### config.mk
export PLATFORM = sky130hd
export DESIGN_NAME = garbage_row_inserter_flat
export DESIGN_NICKNAME = d
export VERILOG_FILES = /design/src/rtl/garbage_row_inserter_if.sv /design/src/rtl/garbage_row_inserter.sv /design/src/flat_wrapper.sv
export SDC_FILE = /design/constraint.sdc
export NUM_CORES = 1
export LEC_CHECK = 0
export CORE_MARGIN = 4
export CORE_UTILIZATION = 41
export CTS_CLUSTER_DIAMETER = 30
export DETAILED_ROUTE_END_ITERATION = 7
export GPL_TIMING_DRIVEN = 0
export PLACE_DENSITY = 0.71
export RECOVER_POWER = 50
export SYNTH_ARGS = -nofsm -noshare
export SYNTH_HDL_FRONTEND = slang
export SYNTH_SLANG_ARGS = --single-unit
export TNS_END_PERCENT = 100
### constraint.sdc
create_clock -name clk -period 1.6 [get_ports clk]
set_clock_uncertainty 0.1 [all_clocks]
set_input_delay 0.32 -clock clk [delete_from_list [all_inputs] [get_ports clk]]
set_output_delay 0.32 -clock clk [all_outputs]
set_load 0.1 [all_outputs]
### src/rtl/garbage_row_inserter_if.sv
// Request/result bundle for the garbage row inserter.
// `static` is a reserved word, so the incoming board travels as static_board.
interface garbage_row_inserter_if #(
    parameter int COLS = 10,
    parameter int ROWS = 20
);
    logic                   start;
    logic [COLS*ROWS-1:0]   static_board;
    logic [2:0]             rows_req;
    logic [3:0]             hole_col;
    logic                   busy;
    logic                   done;
    logic                   overflow;
    logic [COLS*ROWS-1:0]   new_static;

    modport master (
        output start, static_board, rows_req, hole_col,
        input  busy, done, overflow, new_static
    );

    modport slave (
        input  start, static_board, rows_req, hole_col,
        output busy, done, overflow, new_static
    );
endinterface

### src/rtl/garbage_row_inserter.sv
// Pushes up to MAX_INS garbage rows in from the bottom of the playfield,
// one row per clock, and reports any occupied cells pushed off the top.
module garbage_row_inserter #(
    parameter int COLS    = 10,
    parameter int ROWS    = 20,
    parameter int MAX_INS = 4
) (
    input  logic                    clk,
    input  logic                    rst_n,
    garbage_row_inserter_if.slave   bus
);
    localparam int          BITS   = COLS * ROWS;
    localparam logic [2:0]  MAX_W  = 3'(MAX_INS);
    localparam logic [3:0]  COLS_W = 4'(COLS);

    typedef enum logic [1:0] {IDLE, SHIFT, FIN} state_t;

    state_t             state;
    logic [BITS-1:0]    work;
    logic [2:0]         cnt;
    logic [3:0]         hole;
    logic [2:0]         req_clamped;
    logic [3:0]         hole_clamped;
    logic [COLS-1:0]    garbage_row;

    always_comb begin
        req_clamped  = (bus.rows_req > MAX_W) ? MAX_W : bus.rows_req;
        hole_clamped = (bus.hole_col < COLS_W) ? bus.hole_col : 4'd0;
        garbage_row  = ~(COLS'(1) << hole);
    end

    always_ff @(posedge clk or negedge rst_n) begin
        if (!rst_n) begin
            state          <= IDLE;
            work           <= '0;
            cnt            <= '0;
            hole           <= '0;
            bus.busy       <= 1'b0;
            bus.done       <= 1'b0;
            bus.overflow   <= 1'b0;
            bus.new_static <= '0;
        end else begin
            case (state)
                IDLE: begin
                    bus.done <= 1'b0;
                    if (bus.start) begin
                        work         <= bus.static_board;
                        cnt          <= req_clamped;
                        hole         <= hole_clamped;
                        bus.overflow <= 1'b0;
                        bus.busy     <= 1'b1;
                        state        <= (req_clamped != 3'd0) ? SHIFT : FIN;
                    end
                end
                SHIFT: begin
                    // Top row leaves the board on this shift; any set cell is a top-out.
                    bus.overflow <= bus.overflow | (|work[BITS-1 -: COLS]);
                    work         <= {work[BITS-COLS-1:0], garbage_row};
                    cnt          <= cnt - 3'd1;
                    if (cnt == 3'd1)
                        state <= FIN;
                end
                FIN: begin
                    bus.new_static <= work;
                    bus.done       <= 1'b1;
                    bus.busy       <= 1'b0;
                    state          <= IDLE;
                end
                default: state <= IDLE;
            endcase
        end
    end
endmodule

### src/flat_wrapper.sv
// flat-port wrapper written by rule: the top's interface ports become plain ports
module garbage_row_inserter_flat 
#(
    parameter int COLS    = 10,
    parameter int ROWS    = 20,
    parameter int MAX_INS = 4
)
  (clk, rst_n, bus_start, bus_static_board, bus_rows_req, bus_hole_col, bus_busy, bus_done, bus_overflow, bus_new_static);
  garbage_row_inserter_if #(.COLS(COLS), .ROWS(ROWS)) bus_i ();
  input  logic clk;
  input  logic rst_n;
  input wire logic [$bits(bus_i.start)-1:0] bus_start;
  input wire logic [$bits(bus_i.static_board)-1:0] bus_static_board;
  input wire logic [$bits(bus_i.rows_req)-1:0] bus_rows_req;
  input wire logic [$bits(bus_i.hole_col)-1:0] bus_hole_col;
  output wire logic [$bits(bus_i.busy)-1:0] bus_busy;
  output wire logic [$bits(bus_i.done)-1:0] bus_done;
  output wire logic [$bits(bus_i.overflow)-1:0] bus_overflow;
  output wire logic [$bits(bus_i.new_static)-1:0] bus_new_static;
  assign bus_i.start = bus_start;
  assign bus_i.static_board = bus_static_board;
  assign bus_i.rows_req = bus_rows_req;
  assign bus_i.hole_col = bus_hole_col;
  assign bus_busy = bus_i.busy;
  assign bus_done = bus_i.done;
  assign bus_overflow = bus_i.overflow;
  assign bus_new_static = bus_i.new_static;
  garbage_row_inserter #(.COLS(COLS), .ROWS(ROWS), .MAX_INS(MAX_INS)) u_core (.clk(clk), .rst_n(rst_n), .bus(bus_i));
endmodule
==> results.yml <==
clock_tree:
  clockBufferDepth: 3
  cts.sinks: 412
  root_buffer: "clkbuf_16"
  cts_tree: "yes"
  cts_buffers: 76
  worst_skew_pair.late_latency_ns: 0.58
  htree_levels: 3
  clk_pin_slew_ns: 0.05
cells_and_area:
  layout-drive-gt1-share_pct: 34.56
  nNetsFinal: 2325
  utilization_pct: 67.17
  area_delta_synth_final_pct: 61.28
  stdcell_count: 2705
synth:
  synth_cell_types: 33
  syn_area_um2: 17040
  syn-num-nets: 1793
  netlist_top_cells_area: "dfrtp_1 60%, mux2_2 13%, nand3_1 11%"
  yosys-top-cells-count: "412 x dfrtp_1, 398 x nand2_1, 386 x nand3_1, 200 x mux2_2, 49 x buf_2"
  async_flop_share_pct: 100.0
  ys_ff_latch: 412
  ys_seq_area_share_pct: 60.49
  syn_avg_cell_area_um2: 10.78
  synth_cells: 1581
  synth_top_area_share_pct: 60.49
  yosysTopAreaCell: "dfrtp_1"
  yosysMostFrequentCell: "dfrtp_1"
  yosysWarnings: 0
  synth_edf_count: 0
  synthFlopType: "dfrtp_1"
worst_setup_path:
  criticalPathCategory: "flop to flop"
  start_kind: "flop"
  arrival_ns: 2.06
  cp-end-kind: "flop"
  required_ns: 1.96
  path_max_fanout: 10
sta:
  whs_ns: -0.3419
  slew_headroom_pct: 51.34
  final-max-slew-violation-count: 0
  layout_min_cycle_time_ns: 1.707
  worst_slack_ns: -0.1068
  rsz0062_at_grt: "yes"
  hold_violations: 90
  tns_ns: -17.64
  post-route-period-util_pct: 106.7
  worst_slew_pin_slew_ns: 0.7298
  max_freq_ghz: 0.5859
  setup_violations: 395
global_route:
  grt_pass1_wl_mm: 89.51
  gr-usage-all-layers_pct: 25.36
  grt_max_degree: 127
  grt_pass1_vias: 15890
  antenna_found_initial: 3
  overflow: 0
route:
  drt_iter0_markers: 1027
  first_pass_iters: 5
  wire_per_inst_um: 21.67
  totalWireLength_mm: 58.61
  num_vias: 14700
  ant_nets: 0
  drc: 0
  viasPerCell: 5.434
floorplan:
  core_area_um2: 40920
  rows: 74
  start_util_pct: 41.65
  die_y_um: 211.9
  die_w_um: 211.9
  die_area_um2: 44900
  io_pins: 413
placed_design:
  portBuffers: 412
  dp.cells: 2528
  post-dp-hpwl_mm: 38.95
  finalWeightedCongestion: 0.8926
run_status:
  violations: "hold timing, setup timing"
  outcome: "finished, violations left"
min_path:
  hp-class: "primary input to async pin"
run:
  max_cap_violations: 0
==> sequential cells by signal, indices dropped and copies added, names as in the netlist <==
name                   cells
u_core.bus.new_static    200
u_core.work              200
u_core.hole                4
u_core.cnt                 3
u_core.state               2
u_core.bus.busy            1
u_core.bus.done            1
u_core.bus.overflow        1
==> stage by stage <==
| step | hold slack [ns] | area, µm² | setup WS, ns |
|---|---|---|---|
| floorplan | -0.07559 | 17050 | 0.001325 |
| global placement | 0.3741 | 21840 | -17.47 |
| detailed placement | 0.2819 | 21930 | -0.8931 |
| CTS | -0.3269 | 27040 | -0.1733 |
| global route | -0.2993 | 27490 | -0.1638 |
| finish | -0.3419 | 27490 | -0.1068 |
==> layout by cell type (no fill, tap or decap), types with 3 or more instances in the layout <==
cell type | Yosys | routed
o31ai_1 | 7 | 7
nand2_1 | 398 | 398
clkbuf_4 | 0 | 17
nor2b_1 | 4 | 4
clkbuf_8 | 0 | 10
diode_2 | 0 | 3
buf_4 | 0 | 64
a21o_1 | 3 | 3
inv_1 | 5 | 5
buf_2 | 49 | 17
dfrtp_1 | 412 | 407
buf_12 | 0 | 191
nor2_1 | 5 | 5
nand3_2 | 0 | 53
buf_16 | 0 | 4
buf_8 | 0 | 22
inv_6 | 0 | 8
a21oi_1 | 11 | 11
clkbuf_1 | 44 | 9
clkinv_2 | 0 | 10
bufinv_16 | 0 | 11
mux2_2 | 200 | 200
nand3_1 | 386 | 332
clkdlybuf4s50_1 | 0 | 208
clkinvlp_4 | 0 | 7
clkbuf_2 | 0 | 20
buf_6 | 16 | 19
dfrtp_2 | 0 | 5
clkinv_4 | 0 | 9
clkbuf_16 | 0 | 79
nor3_1 | 3 | 3
nand3b_1 | 3 | 3
==> final timing paths <==
| kind | start | to | slack, ns | depth (start not counted) |
|---|---|---|---|---|
| worst max-delay path | u_core.state[0]$_DFFE_PN0P_ | u_core.work[123]$_DFFE_PN0P_ | -0.11 | 5 |
| min in group clk | bus_static_board[66] | u_core.work[66]$_DFFE_PN0P_ | 0.20 | 3 |
| worst max register to register | u_core.state[0]$_DFFE_PN0P_ | u_core.work[123]$_DFFE_PN0P_ | -0.11 | 5 |
| worst min register to register | u_core.work[102]$_DFFE_PN0P_ | u_core.work[112]$_DFFE_PN0P_ | 0.41 | 2 |
| max in group asynchronous | rst_n | u_core.bus.new_static[19]$_DFFE_PN0P_ | 0.28 | 3 |
| worst min-delay path | rst_n | u_core.bus.new_static[114]$_DFFE_PN0P_ | -0.34 | 1 |
==> worst max-delay path: stages, from the launching register on <==
cell and delay, ns:
dfrtp_2 0.44, or3b_4 0.51, buf_12 0.20, buf_6 0.14, nand3_1 0.10, nand3_1 0.09
==> cell families (layout without fill, tap and decap cells) <==
group,count (synthesis),in the layout,synth area share [%]
AO/OA/AOI/OAI,35,35,1.358
adder cells (fa/ha/maj),2,2,0.1468
buffers and inverters,122,711,3.751
flip-flops,412,412,60.49
multiplexers,200,200,13.21
other,0,3,0
AND/OR/NAND/NOR,810,810,21.04
==> per-layer routing <==
layer	up-vias	GRT usage (%)	routed length, µm
met5	-	0	0
met4	0	11.31	2095
met3	135	5.661	4119
met2	699	42.20	29380
met1	7373	31.90	23010
li1	6492	-	-
==> area by class of cell <==
cell class / count / area, µm²
Clock inverter: 45 / 581.8
Tap cell: 532 / 665.6
Buffer: 115 / 892.1
Inverter: 5 / 18.77
Sequential cell: 412 / 10320
Antenna cell: 3 / 7.507
Clock buffer: 90 / 2076
Multi-Input combinational cell: 1047 / 6392
Timing Repair Buffer: 456 / 6538
Fill cell: 2795 / 13440
==> timing repair <==
action,4_1_cts,5_1_grt
buffers inserted,34,4
resized for setup,1899,136
setup endpoints to repair,609,608
cloned,1,2
pin swaps,4,10
hold endpoints to repair,90,90
Power is not shown: default switching activity piles up to over one toggle a cycle in this logic, so the estimate is an artifact.
